[config.mk]
export PLATFORM = sky130hd
export DESIGN_NAME = alu_share_ctrl
export DESIGN_NICKNAME = d
export VERILOG_FILES = /design/src/rtl/alu_share_ctrl.sv
export SDC_FILE = /design/constraint.sdc
export NUM_CORES = 1
export LEC_CHECK = 0
export CORE_UTILIZATION = 39
export DETAILED_ROUTE_END_ITERATION = 10
export PLACE_DENSITY_LB_ADDON = 0.2
export SETUP_SLACK_MARGIN = 0.5
export SLEW_MARGIN = 10
export SYNTH_ARGS = -nofsm -noshare
export SYNTH_HDL_FRONTEND = slang
export SYNTH_SLANG_ARGS = --single-unit
[constraint.sdc]
create_clock -name clk -period 5.05 [get_ports clk]
set_clock_uncertainty 0.05 [all_clocks]
set_input_delay 1.01 -clock clk [delete_from_list [all_inputs] [get_ports clk]]
set_output_delay 1.01 -clock clk [all_outputs]
set_load 0.02 [all_outputs]
[src/rtl/alu_share_ctrl.sv]
// Round-robin controller sharing one combinational ALU between two requesters.
// Optional grant counters are enabled by defining ALU_SHARE_STATS_EN.
module alu_share_ctrl #(
  parameter int size    = 8,
  parameter int OPW     = 3,
  parameter int ALU_LAT = 1
) (
  input  logic            clk,
  input  logic            rst_n,
  input  logic            req0_valid,
  output logic            req0_ready,
  input  logic [OPW-1:0]  req0_op,
  input  logic [size-1:0] req0_a,
  input  logic [size-1:0] req0_b,
  input  logic            req1_valid,
  output logic            req1_ready,
  input  logic [OPW-1:0]  req1_op,
  input  logic [size-1:0] req1_a,
  input  logic [size-1:0] req1_b,
  output logic [size-1:0] alu_R2,
  output logic [size-1:0] alu_R3,
  output logic [OPW-1:0]  alu_sel,
  input  logic [size-1:0] alu_result,
  output logic            resp_valid,
  input  logic            resp_ready,
  output logic            resp_id,
  output logic [size-1:0] resp_data,
  output logic            busy
`ifdef ALU_SHARE_STATS_EN
  ,
  output logic [15:0]     gnt_cnt0,
  output logic [15:0]     gnt_cnt1
`endif
);

  typedef enum logic [1:0] {IDLE, EXEC, RESP} state_t;

  localparam logic [3:0] LAT_INIT = 4'(ALU_LAT - 1);

  state_t          state_q, state_d;
  logic            last_grant_q, last_grant_d;
  logic [size-1:0] r2_q, r2_d, r3_q, r3_d;
  logic [OPW-1:0]  sel_q, sel_d;
  logic [size-1:0] resp_data_q, resp_data_d;
  logic            resp_id_q, resp_id_d;
  logic            resp_valid_q, resp_valid_d;
  logic [3:0]      lat_cnt_q, lat_cnt_d;
  logic            any_valid, grant, accept;

  always_comb begin
    any_valid    = req0_valid | req1_valid;
    // Under contention the requester that did not win last time goes first.
    grant        = (req0_valid && req1_valid) ? ~last_grant_q : req1_valid;
    accept       = (state_q == IDLE) && any_valid;
    req0_ready   = accept && !grant;
    req1_ready   = accept && grant;

    state_d      = state_q;
    last_grant_d = last_grant_q;
    r2_d         = r2_q;
    r3_d         = r3_q;
    sel_d        = sel_q;
    resp_data_d  = resp_data_q;
    resp_id_d    = resp_id_q;
    resp_valid_d = resp_valid_q;
    lat_cnt_d    = lat_cnt_q;

    case (state_q)
      IDLE: begin
        if (accept) begin
          r2_d         = grant ? req1_a  : req0_a;
          r3_d         = grant ? req1_b  : req0_b;
          sel_d        = grant ? req1_op : req0_op;
          resp_id_d    = grant;
          last_grant_d = grant;
          lat_cnt_d    = LAT_INIT;
          state_d      = EXEC;
        end
      end
      EXEC: begin
        if (lat_cnt_q != '0) begin
          lat_cnt_d = lat_cnt_q - 4'd1;
        end else begin
          resp_data_d  = alu_result;
          resp_valid_d = 1'b1;
          state_d      = RESP;
        end
      end
      RESP: begin
        if (resp_ready) begin
          resp_valid_d = 1'b0;
          state_d      = IDLE;
        end
      end
      default: state_d = IDLE;
    endcase
  end

  always_ff @(posedge clk or negedge rst_n) begin
    if (!rst_n) begin
      state_q      <= IDLE;
      last_grant_q <= 1'b1;
      r2_q         <= '0;
      r3_q         <= '0;
      sel_q        <= '0;
      resp_data_q  <= '0;
      resp_id_q    <= 1'b0;
      resp_valid_q <= 1'b0;
      lat_cnt_q    <= '0;
    end else begin
      state_q      <= state_d;
      last_grant_q <= last_grant_d;
      r2_q         <= r2_d;
      r3_q         <= r3_d;
      sel_q        <= sel_d;
      resp_data_q  <= resp_data_d;
      resp_id_q    <= resp_id_d;
      resp_valid_q <= resp_valid_d;
      lat_cnt_q    <= lat_cnt_d;
    end
  end

  assign alu_R2     = r2_q;
  assign alu_R3     = r3_q;
  assign alu_sel    = sel_q;
  assign resp_data  = resp_data_q;
  assign resp_id    = resp_id_q;
  assign resp_valid = resp_valid_q;
  assign busy       = (state_q != IDLE);

`ifdef ALU_SHARE_STATS_EN
  logic [15:0] gnt_cnt0_q, gnt_cnt0_d, gnt_cnt1_q, gnt_cnt1_d;

  always_comb begin
    gnt_cnt0_d = gnt_cnt0_q;
    gnt_cnt1_d = gnt_cnt1_q;
    if (req0_ready && gnt_cnt0_q != '1) gnt_cnt0_d = gnt_cnt0_q + 16'd1;
    if (req1_ready && gnt_cnt1_q != '1) gnt_cnt1_d = gnt_cnt1_q + 16'd1;
  end

  always_ff @(posedge clk or negedge rst_n) begin
    if (!rst_n) begin
      gnt_cnt0_q <= '0;
      gnt_cnt1_q <= '0;
    end else begin
      gnt_cnt0_q <= gnt_cnt0_d;
      gnt_cnt1_q <= gnt_cnt1_d;
    end
  end

  assign gnt_cnt0 = gnt_cnt0_q;
  assign gnt_cnt1 = gnt_cnt1_q;
`endif

endmodule

Yosys cells after proc, flatten, opt, wreduce, memory -nomap -nowiden
Cells that the tools add are included.
{ "totals": {"reg_bits": 36, "latch_bits": 0, "mem_bits_rw": 0, "romBits": 0, "input_bits": 51, "output_inout_bits": 32, "wordCells": 48, "n_memories": 0} }
{ "classes": {"add_sub_neg": 1, "multipliers": 0, "div_mod_pow": 0, "magnitude_cmp": 0, "eq_ne": 6, "n_shift": 0, "muxes": 14, "bitwise_logic": 3, "n_reduce_logical": 15} }
{ "ops": {"columns": ["cell", "n"], "rows": [
  ["$mux W8", 2],
  ["$reduce_and A3 Y1", 3],
  ["$mux W4", 2],
  ["$ne A2 B2 Y1 const B", 4],
  ["$pmux W4 S2", 1],
  ["$mux W2", 3],
  ["$pmux W2 S3", 1],
  ["$reduce_bool A2 Y1", 3],
  ["$logic_and A1 B1 Y1", 4],
  ["$reduce_and A2 Y1", 2],
  ["$reduce_bool A4 Y1", 1],
  ["$sub A4 B1 Y4 const B", 1],
  ["$mux W1", 3],
  ["$mux W3", 1],
  ["$eq A2 B1 Y1 const B", 1],
  ["$eq A2 B2 Y1 const B", 1],
  ["$logic_not A2 Y1", 1],
  ["$not A1 Y1", 2],
  ["$pmux W1 S2", 1],
  ["$logic_not A1 Y1", 1],
  ["$or A1 B1 Y1", 1]
]} }

Longest topological paths before layout
Gate-level depths: netlist (run 1).
{ "logic_depth": {"word_depth": 4, "mapped_depth": 6, "mapped_depth_nobuf": 5} }

Worst setup path before layout (run 1)
No wires, ideal clock.
{ "synth_timing": {"kind": "input port to output port", "startpoint": "input req1_valid", "endpoint": "output req1_ready", "arrival_time_ns": 1.713, "required_time_ns": 3.990, "setup_slack_ns": 2.277, "stages": 3, "path_buffers": 1, "cell_sequence": "a21boi_0 > clkbuf_1 > and2_1"} }
{ "synth_between": {"elab_chain_len": 3, "elab_cells_between_ends": 5, "cone_classes": "mux: 1; bitwise: 1; reduce/logical: 3"} }
{ "synth_lines": {"columns": ["item", "line_no", "text"], "rows": [
  ["start, declared", "15", "input logic req1_valid,"],
  ["$or A1 B1 Y1 / $logic_and A1 B1 Y1 (equally long branches)", "51, 53", null],
  ["$logic_and A1 B1 Y1 / $mux W1 (equally long branches)", "54, 53", null],
  ["$logic_and A1 B1 Y1 *", "56", "req1_ready = accept && grant;"],
  ["end, declared", "16", "output logic req1_ready,"]
]} }
Every way passes the cells marked *; elsewhere a longest branch is shown, timed or not.

Worst setup path in the final report (run 1)
{ "layout_timing": {"startpoint": "input req1_valid", "endpoint": "output req0_ready"} }
{ "layout_between": {"elab_chain_len": 4, "elab_cells_between_ends": 6, "cone_classes": "mux: 1; bitwise: 1; reduce/logical: 4"} }
{ "layout_lines": {"columns": ["item", "line_no", "text"], "rows": [
  ["$logic_and A1 B1 Y1", "53", "grant = (req0_valid && req1_valid) ? ~last_grant_q : req1_valid;"],
  ["$mux W1", "53", null],
  ["$logic_not A1 Y1", "55", "req0_ready = accept && !grant;"],
  ["$logic_and A1 B1 Y1 *", "55", null],
  ["end, declared", "11", "output logic req0_ready,"]
]} }
Marks and branches as above.

==> results of run 1 <==
routing by layer:
layer	part of all wire, %	up-vias	GRT usage [%]	wire length (µm)
met3	7.4	11	7.02	309
met1	42	673	25.1	1750
li1	-	646	-	-
met4	2.4	0	8.51	101
met2	48	67	33.3	2010
met5	0	-	0	0
critical path, delay by kind of cell:
kind / cells / cell delay, ns
buf+inv: 2 / 1.20
simple gates: 2 / 0.73
synth_stat cells:
master	n
sky130_fd_sc_hd__inv_1	6
sky130_fd_sc_hd__a21o_1	2
sky130_fd_sc_hd__nor3_1	4
sky130_fd_sc_hd__or2_2	1
sky130_fd_sc_hd__and4bb_1	1
sky130_fd_sc_hd__ha_1	2
sky130_fd_sc_hd__nor2b_4	1
sky130_fd_sc_hd__a211o_1	1
sky130_fd_sc_hd__o22ai_1	2
sky130_fd_sc_hd__o2bb2ai_1	1
sky130_fd_sc_hd__a221o_1	19
sky130_fd_sc_hd__o21ai_1	1
sky130_fd_sc_hd__and3_1	20
sky130_fd_sc_hd__a22o_1	1
sky130_fd_sc_hd__dfstp_2	1
sky130_fd_sc_hd__nor2_4	1
sky130_fd_sc_hd__mux2_4	8
sky130_fd_sc_hd__dfrtp_1	35
sky130_fd_sc_hd__and2_1	1
sky130_fd_sc_hd__buf_2	2
sky130_fd_sc_hd__buf_4	1
sky130_fd_sc_hd__clkbuf_1	6
sky130_fd_sc_hd__nor2b_1	1
sky130_fd_sc_hd__or3b_2	1
sky130_fd_sc_hd__nand2b_1	1
sky130_fd_sc_hd__mux2i_1	2
sky130_fd_sc_hd__o21ai_0	2
sky130_fd_sc_hd__nor2_1	1
sky130_fd_sc_hd__buf_12	1
sky130_fd_sc_hd__a31o_2	1
sky130_fd_sc_hd__a21boi_0	1
report_power, final:
part           total (W)  switching [W]  internal (W)
logic           0.000826       0.000377      0.000449
clock network   0.000272      0.0000979      0.000174
registers       0.000521      0.0000932      0.000428
total            0.00162       0.000568       0.00105
layout make-up:
type / instances / area share [%]
sequential: 36 / 34.6
timing repair buffer: 84 / 31.9
multi-input combinational: 76 / 25.4
clock buffer: 7 / 3.70
tap: 50 / 2.40
clock inverter: 1 / 1.15
inverter: 6 / 0.865
registers in the layout, indices dropped and copies added, names as in the netlist:
name          flops
lat_cnt_q         4
alu_R2            8
alu_sel           3
alu_R3            8
resp_valid        1
last_grant_q      1
state_q           2
resp_data         8
resp_id           1
final timing paths:
kind                       startpoint            to  slack (ns)
min reg2reg                   resp_id       resp_id        0.45
max in group asynchronous       rst_n     alu_R2[0]        3.69
min in group asynchronous       rst_n  lat_cnt_q[3]        0.75
max                        req1_valid    req0_ready        1.04
min                           resp_id       resp_id        0.45
max reg2reg                state_q[1]     alu_R2[3]        3.04
logic make-up after synthesis:
logic type,Yosys count,synth area share (%)
mux,10,8.52
simple gates,33,13.4
buf+inv,16,5.02
fa+ha+maj,2,1.52
flops,36,54.8
compound gates,31,16.7
metrics by stage:
step	setup WS, ns	util, %	area [µm²]	instances
3_5_place_dp	1.06	61.5	2480	252
6_report	1.04	64.7	2610	260
3_3_place_gp	1.08	61.5	2480	252
4_1_cts	1.05	64.7	2610	260
2_1_floorplan	2.28	-	1650	128
5_1_grt	0.930	64.7	2610	260
==> results.sh, run 1 <==
export IMPL_dr_pass1_iters=6
export IMPL_worst_endpoint_arrival_ns=2.95
export IMPL_final_max_slew_violation_count=0
export IMPL_slowest_delay_ns=0.74
export IMPL_layout_worst_path_cycle_share_pct=79.4
export IMPL_worst_endpoint_required_ns=3.99
export IMPL_regArea_um2=902
export IMPL_mappedNetlistArea_um2=1650
export IMPL_grtUsageTotal_pct=20.7
export IMPL_p_leak_nw=1.19
export IMPL_commonest_cells_after_routing_fill_and_taps_aside="81 x sky130_fd_sc_hd__clkdlybuf4s50_1, 35 x sky130_fd_sc_hd__dfrtp_1, 20 x sky130_fd_sc_hd__and3_1"
export IMPL_worst_path_max_delay_cell="sky130_fd_sc_hd__clkdlybuf4s50_1"
export IMPL_post_synth_num_cell_types=31
export IMPL_nFillCells=304
export IMPL_core_region_area_um2=4030
export IMPL_rsz0062_at_grt="no"
export IMPL_footprint_of_the_multi_input_gates_um2=661
export IMPL_antenna_cells_inserted=0
export IMPL_vias_in_the_first_global_route=1399
export IMPL_cts_root_buffer="sky130_fd_sc_hd__clkbuf_8"
export IMPL_cts_hold_buffers_added=0
export IMPL_gpl_final_weighted_congestion=0.729
export IMPL_die_height_um=67.0
export IMPL_dp_hpwl_mm=2.97
export IMPL_ioPinCount=83
export IMPL_post_drt_wl_per_cell_um=16.0
export IMPL_pin_count_of_the_biggest_net_entering_global_routing=37
export IMPL_htree_num_levels=2
export IMPL_status="finished, final reports clean"
export IMPL_cts_num_sinks=36
export IMPL_io_buffer_count=82
export IMPL_setup_worst_path_start_class="primary input"
export IMPL_initial_utilization_pct=40.8
export IMPL_yosysSeqAreaShare_pct=54.8
export IMPL_final_layout_size_suffix_gt1_share_pct=11.9
export IMPL_timing_setup_tns_ns=0
export IMPL_path_max_fanout=20
export IMPL_clock_insertion_delay_worst_skew_ns=0.28
export IMPL_worstHoldPathType="reg -> reg"
export IMPL_post_layout_net_count=262
export IMPL_drv_cap=0
export IMPL_finalCriticalPeriod_ns=4.01
export IMPL_post_synth_main_area_contributors="sky130_fd_sc_hd__dfrtp_1 53%, sky130_fd_sc_hd__a221o_1 12%, sky130_fd_sc_hd__and3_1 7.6%, sky130_fd_sc_hd__mux2_4 7.3%, sky130_fd_sc_hd__dfstp_2 1.6%"
export IMPL_dieArea_um2=4480
export IMPL_finalWirelength_mm=4.16
export IMPL_power_total_w=0.00162
export IMPL_worst_r2r_path_depth=3
export IMPL_detailroute_via_count=1397
export IMPL_finalSetupViolations=0
export IMPL_cellPowerDensity_nw_per_um2=622
export IMPL_max_freq_ghz=0.249
export IMPL_antenna_found_initial=0
export IMPL_hold_path_cell_count=1
export IMPL_synth_largest_type_area_fraction_pct=53.2
export IMPL_synthCells=128
export IMPL_post_drt_via_cell_ratio=5.37
export IMPL_timing_critical_path_cells="clkdlybuf4s50_1 -> nand2b_1 -> and3_1 -> clkdlybuf4s50_1"
export IMPL_layout_commonest_cell="sky130_fd_sc_hd__clkdlybuf4s50_1"
export IMPL_clockBufferDepth=2
export IMPL_tritoncts_num_buffers=5
export IMPL_drcViolationCount=0
export IMPL_clock_tree_from_tritoncts="done"
export IMPL_die_x_um=67.0
export IMPL_post_cts_resized_instances=0
export IMPL_dr_first_iter_drc_count=88
export IMPL_grt_ovfl_total=0
export IMPL_area_growth_synth_to_final_pct=58.3
export IMPL_synth_fp_nets=181
export IMPL_fin_hold_ws_ns=0.447
export IMPL_route_antenna_remaining_nets=0
export IMPL_mean_cell_area_of_the_mapped_netlist_um2=12.9
export IMPL_cts_repair_timing_setup_buffer_count=0
export IMPL_worst_setup_path_end_kind="output pin"
export IMPL_ys_seq_elements=36
export IMPL_fp_row_count=23
export IMPL_clk_transition_reported_paths_ns=0.07
export IMPL_grt_first_pass_wirelength_mm=6.71
export IMPL_worst_pin_slew_ns=0.788
export IMPL_path_common_cell="sky130_fd_sc_hd__clkdlybuf4s50_1"
export IMPL_timing_max_slew_rel_slack_pct=47.5
export IMPL_peakVddDrop_mv=0.304
export IMPL_timing_hold_violations_final=0
export IMPL_synth_largest_area_cell="sky130_fd_sc_hd__dfrtp_1"
export IMPL_ys_warn_count=0
export IMPL_timing_setup_critical_path_class="in -> out"
(Power assumes the default switching activity.)
==> run 2, diff against run 1 <==
- CORE_UTILIZATION: 39 -> 36
- clock period: 5.05 -> 3.6 ns (I/O delays scaled with it)
==> results.sh, run 2 (synthesis gave the netlist of run 1 again) <==
export IMPL_dr_pass1_iters=4
export IMPL_layout_commonest_cell="sky130_fd_sc_hd__clkdlybuf4s50_1"
export IMPL_status="finished, final reports clean"
export IMPL_post_drt_wl_per_cell_um=16.6
export IMPL_dp_hpwl_mm=3.10
export IMPL_peakVddDrop_mv=0.366
export IMPL_detailroute_via_count=1424
export IMPL_worst_endpoint_required_ns=2.83
export IMPL_timing_critical_path_depth=4
export IMPL_dr_first_iter_drc_count=56
export IMPL_finalWirelength_mm=4.35
export IMPL_worst_endpoint_arrival_ns=2.08
export IMPL_clk_transition_reported_paths_ns=0.07
export IMPL_path_max_fanout=4
export IMPL_final_max_slew_violation_count=0
export IMPL_slowest_delay_ns=0.61
export IMPL_finalSetupViolations=0
export IMPL_max_freq_ghz=0.351
export IMPL_gpl_final_weighted_congestion=0.745
export IMPL_clockBufferDepth=2
export IMPL_drcViolationCount=0
export IMPL_fp_row_count=24
export IMPL_final_layout_size_suffix_gt1_share_pct=11.8
export IMPL_area_growth_synth_to_final_pct=56.6
export IMPL_drv_cap=0
export IMPL_p_leak_nw=1.19
export IMPL_post_layout_net_count=263
export IMPL_rsz0062_at_grt="no"
export IMPL_die_x_um=69.6
export IMPL_vias_in_the_first_global_route=1482
export IMPL_post_drt_via_cell_ratio=5.41
export IMPL_clock_insertion_delay_worst_skew_ns=0.29
export IMPL_worst_pin_slew_ns=0.803
export IMPL_worst_setup_path_end_kind="output pin"
export IMPL_pre_cts_ws_ns=0.556
export IMPL_post_cts_resized_instances=0
export IMPL_grtUsageTotal_pct=19.0
export IMPL_timing_critical_path_cells="clkdlybuf4s50_1 -> nand2b_1 -> and3_1 -> clkdlybuf4s50_1"
export IMPL_critical_path_top_delay_family="buffers and inverters"
export IMPL_grt_ovfl_total=0
export IMPL_nFillCells=356
export IMPL_timing_final_ws_setup_ns=0.750
export IMPL_power_total_w=0.00219
export IMPL_cts_root_buffer="sky130_fd_sc_hd__clkbuf_8"
export IMPL_commonest_cells_after_routing_fill_and_taps_aside="80 x sky130_fd_sc_hd__clkdlybuf4s50_1, 35 x sky130_fd_sc_hd__dfrtp_1, 20 x sky130_fd_sc_hd__and3_1"
export IMPL_cts_repair_timing_setup_buffer_count=0
export IMPL_tritoncts_num_buffers=5
export IMPL_timing_setup_critical_path_class="in -> out"
export IMPL_io_buffer_count=82
export IMPL_initial_utilization_pct=37.5
export IMPL_antenna_found_initial=0
export IMPL_die_height_um=69.6
export IMPL_setup_worst_path_start_class="primary input"
export IMPL_grt_first_pass_wirelength_mm=7.21
export IMPL_timing_max_slew_rel_slack_pct=46.4
export IMPL_worst_r2r_path_depth=5
export IMPL_clock_tree_from_tritoncts="done"
export IMPL_fin_hold_ws_ns=0.458
export IMPL_timing_hold_violations_final=0
export IMPL_cts_num_sinks=36
export IMPL_core_region_area_um2=4380
export IMPL_route_antenna_remaining_nets=0
export IMPL_dieArea_um2=4840
export IMPL_cts_hold_buffers_added=0
export IMPL_hold_path_cell_count=1
export IMPL_htree_num_levels=2
export IMPL_cellPowerDensity_nw_per_um2=849
export IMPL_buffers_and_inverters_on_the_worst_path=2
export IMPL_timing_setup_tns_ns=0
export IMPL_ioPinCount=83
export IMPL_worst_path_max_delay_cell="sky130_fd_sc_hd__clkdlybuf4s50_1"
export IMPL_pin_count_of_the_biggest_net_entering_global_routing=37
export IMPL_layout_worst_path_cycle_share_pct=79.2
export IMPL_antenna_cells_inserted=0
export IMPL_detailed_place_area_um2=2490
export IMPL_final_area_um2=2580
export IMPL_path_common_cell="sky130_fd_sc_hd__clkdlybuf4s50_1"
export IMPL_finalCriticalPeriod_ns=2.85
export IMPL_worstHoldPathType="reg -> reg"
## run 2: changes by cell type in the layout (fill, tap and decap cells not counted), sizes merged
| cell | before | now |
|---|---|---|
| bufinv | 1 | 0 |
| clkinv | 0 | 1 |
| dlymetal6s2s | 0 | 1 |
| buf | 3 | 4 |
| clkdlybuf4s50 | 81 | 80 |
| clkbuf | 7 | 6 |
| clkinvlp | 0 | 1 |
## run 2: final cells by class
cell class                 count  area (µm²)  share of cell area [%]
clock inverter                 2        12.5                   0.486
multi-input combinational     76         661                    25.6
tap                           52        65.1                    2.53
clock buffer                   6        72.6                    2.82
sequential                    36         902                    35.0
timing repair buffer          85         841                    32.6
inverter                       6        22.5                   0.874
## run 2: worst paths after layout
kind                         startpoint           end  slack (ns)
setup / recovery             req1_valid    req0_ready        0.75
hold / removal             resp_data[4]  resp_data[4]        0.46
setup reg to reg           lat_cnt_q[0]  resp_data[2]        1.75
hold reg to reg            resp_data[4]  resp_data[4]        0.46
max in group asynchronous         rst_n  resp_data[2]        2.52
min in group asynchronous         rst_n  resp_data[0]        0.47
## run 2: per-stage QoR
stage,utilization [%],std cells
2_1_floorplan,-,128
3_3_place_gp,56.8,255
3_5_place_dp,56.8,255
4_1_cts,58.7,263
5_1_grt,58.8,263
6_report,58.8,263
## run 2: routing by layer
metal / vias to the layer above / global-route usage, % / part of all wire (%)
met5: - / 0 / 0
met2: 74 / 31.1 / 48
met1: 694 / 22.6 / 42
met3: 10 / 7.12 / 8.3
li1: 646 / - / -
met4: 0 / 7.48 / 1.9
## run 2: where the power goes
group	total, W	switching (W)	internal, W
Sequential	0.000728	0.000128	0.000600
Clock	0.000286	0.000150	0.000135
Combinational	0.00117	0.000540	0.000632
==> run 3, diff against run 2 <==
- CORE_UTILIZATION: 36 -> 39
- clock period: 3.6 -> 2.8 ns (I/O delays scaled with it)
==> results.sh, run 3 (synthesis gave the netlist of run 1 again) <==
export IMPL_status="finished, final reports clean"
export IMPL_drt_met1_wl_mm=1.76
export IMPL_cts_hold_buffers_added=0
export IMPL_worst_case_register_to_register_setup_slack_ns=0.98
export IMPL_finalCriticalPeriod_ns=2.19
export IMPL_dr_first_iter_drc_count=39
export IMPL_antenna_cells_inserted=0
export IMPL_route_antenna_remaining_nets=0
export IMPL_layout_worst_path_cycle_share_pct=78.3
export IMPL_post_layout_nonfiller_instances=266
export IMPL_clockBufferDepth=2
export IMPL_gpl_final_weighted_congestion=0.774
export IMPL_cellPowerDensity_nw_per_um2=1120
export IMPL_peakVddDrop_mv=0.599
export IMPL_layout_commonest_cell="sky130_fd_sc_hd__clkdlybuf4s50_1"
export IMPL_detailroute_via_count=1401
export IMPL_core_region_area_um2=4030
export IMPL_finalSetupViolations=0
export IMPL_wl_met3_um=306
export IMPL_clock_insertion_delay_worst_skew_ns=0.28
export IMPL_grt_first_pass_wirelength_mm=6.72
export IMPL_post_drt_wl_per_cell_um=15.9
export IMPL_worst_r2r_path_depth=5
export IMPL_clk_transition_reported_paths_ns=0.07
export IMPL_initial_utilization_pct=40.8
export IMPL_setup_worst_path_start_class="primary input"
export IMPL_worst_setup_path_end_kind="output pin"
export IMPL_worst_endpoint_required_ns=2.19
export IMPL_post_drt_via_cell_ratio=5.27
export IMPL_worst_endpoint_arrival_ns=1.58
export IMPL_cts_root_buffer="sky130_fd_sc_hd__clkbuf_8"
export IMPL_antenna_found_initial=0
export IMPL_grtUsageTotal_pct=20.7
export IMPL_htree_num_levels=2
export IMPL_timing_max_slew_rel_slack_pct=47.8
export IMPL_nFillCells=326
export IMPL_tritoncts_num_buffers=5
export IMPL_area_growth_synth_to_final_pct=59.5
export IMPL_dpl_cell_count=255
export IMPL_final_max_slew_violation_count=0
export IMPL_max_freq_ghz=0.456
export IMPL_path_max_fanout=3
export IMPL_grt_ovfl_total=0
export IMPL_fp_row_count=23
export IMPL_p_leak_nw=1.21
export IMPL_post_layout_net_count=268
export IMPL_power_total_w=0.00293
export IMPL_drcViolationCount=0
export IMPL_finalWirelength_mm=4.24
export IMPL_pre_cts_ws_ns=0.159
export IMPL_timing_hold_violations_final=0
export IMPL_dr_wl_met2_mm=2.16
export IMPL_vias_in_the_first_global_route=1435
export IMPL_die_x_um=67.0
export IMPL_rr_startpoint="lat_cnt_q[0]"
export IMPL_timing_final_ws_setup_ns=0.609
export IMPL_rsz0062_at_grt="no"
export IMPL_worst_pin_slew_ns=0.783
export IMPL_commonest_cells_after_routing_fill_and_taps_aside="79 x sky130_fd_sc_hd__clkdlybuf4s50_1, 34 x sky130_fd_sc_hd__dfrtp_1, 20 x sky130_fd_sc_hd__and3_1"
export IMPL_final_layout_size_suffix_gt1_share_pct=15.7
export IMPL_clock_tree_from_tritoncts="done"
export IMPL_worstHoldPathType="in -> async"
export IMPL_dp_hpwl_mm=3.04
export IMPL_dieArea_um2=4480
export IMPL_timing_setup_critical_path_class="in -> out"
export IMPL_highest_layer="met4"
export IMPL_io_buffer_count=82
export IMPL_fin_hold_ws_ns=0.306
export IMPL_die_height_um=67.0
export IMPL_timing_rr_end="resp_data[6]"
export IMPL_dr_pass1_iters=4
export IMPL_ioPinCount=83
export IMPL_pin_count_of_the_biggest_net_entering_global_routing=37
export IMPL_cts_num_sinks=36
export IMPL_drv_cap=0
export IMPL_timing_setup_tns_ns=0
-- run 3: cell types whose count changed in the layout (fill, tap and decap cells not counted) --
cell / change
sky130_fd_sc_hd__dlymetal6s2s_1: -1
sky130_fd_sc_hd__clkbuf_1: -1
sky130_fd_sc_hd__clkdlybuf4s50_1: -1
sky130_fd_sc_hd__buf_4: +4
sky130_fd_sc_hd__buf_2: +1
sky130_fd_sc_hd__nor2_2: +1
sky130_fd_sc_hd__clkbuf_2: +1
sky130_fd_sc_hd__dfrtp_1: -1
sky130_fd_sc_hd__bufinv_16: +1
sky130_fd_sc_hd__dfrtp_2: +1
-- run 3: how the worst max path moves through the flow --
stage / depth (start not counted) / from / to / slack [ns]
CTS: 5 / req1_valid / req0_ready / 0.47
global placement: 4 / req1_valid / req1_ready / 0.14
global route: 4 / req1_valid / req1_ready / 0.52
floorplan: 3 / req1_valid / req1_ready / 0.93
finish: 4 / req1_valid / req1_ready / 0.61
detailed placement: 4 / req1_valid / req1_ready / 0.16
-- run 3: metal layers --
layer / GRT usage [%] / vias to the layer above
met1: 25.0 / 673
met2: 35.6 / 66
li1: - / 660
met3: 6.16 / 2
met5: 0 / -
met4: 5.59 / 0
-- run 3: critical path: stages --
cell and delay, ns:
sky130_fd_sc_hd__clkdlybuf4s50_1 0.47, sky130_fd_sc_hd__a21boi_1 0.18, sky130_fd_sc_hd__and2_1 0.19, sky130_fd_sc_hd__buf_2 0.18
-- run 3: final cells by class --
cell class	instances	area, µm²	share of cell area [%]
Clock inverter	3	42.5	1.62
Clock buffer	5	68.8	2.62
Sequential cell	36	903	34.4
Multi-Input combinational cell	77	667	25.4
Timing Repair Buffer	89	858	32.7
Tap cell	50	62.6	2.38
Inverter	6	22.5	0.858
-- run 3: timing repair --
| action | CTS | global route |
|---|---|---|
| endpoints found under the hold margin | 0 | 0 |
| pin swaps | 1 | 0 |
| gates resized for setup | 5 | 3 |
| gates cloned | 1 | 0 |
| setup endpoints to repair | 3 | 2 |
| setup buffers | 2 | 0 |
-- run 3: stage by stage --
stage	instance area, µm²	utilization, %
after detailed placement	2500	62.1
after CTS	2630	65.2
after floorplan	1650	-
after global routing	2630	65.2
after global placement	2500	62.1
final	2630	65.2
-- run 3: report_power, final --
group	internal (W)	switching [W]	leakage (nW)
clock network	0.000263	0.000184	0.0541
registers	0.000773	0.000173	0.436
logic	0.000837	0.000698	0.721
total	0.00187	0.00106	1.21
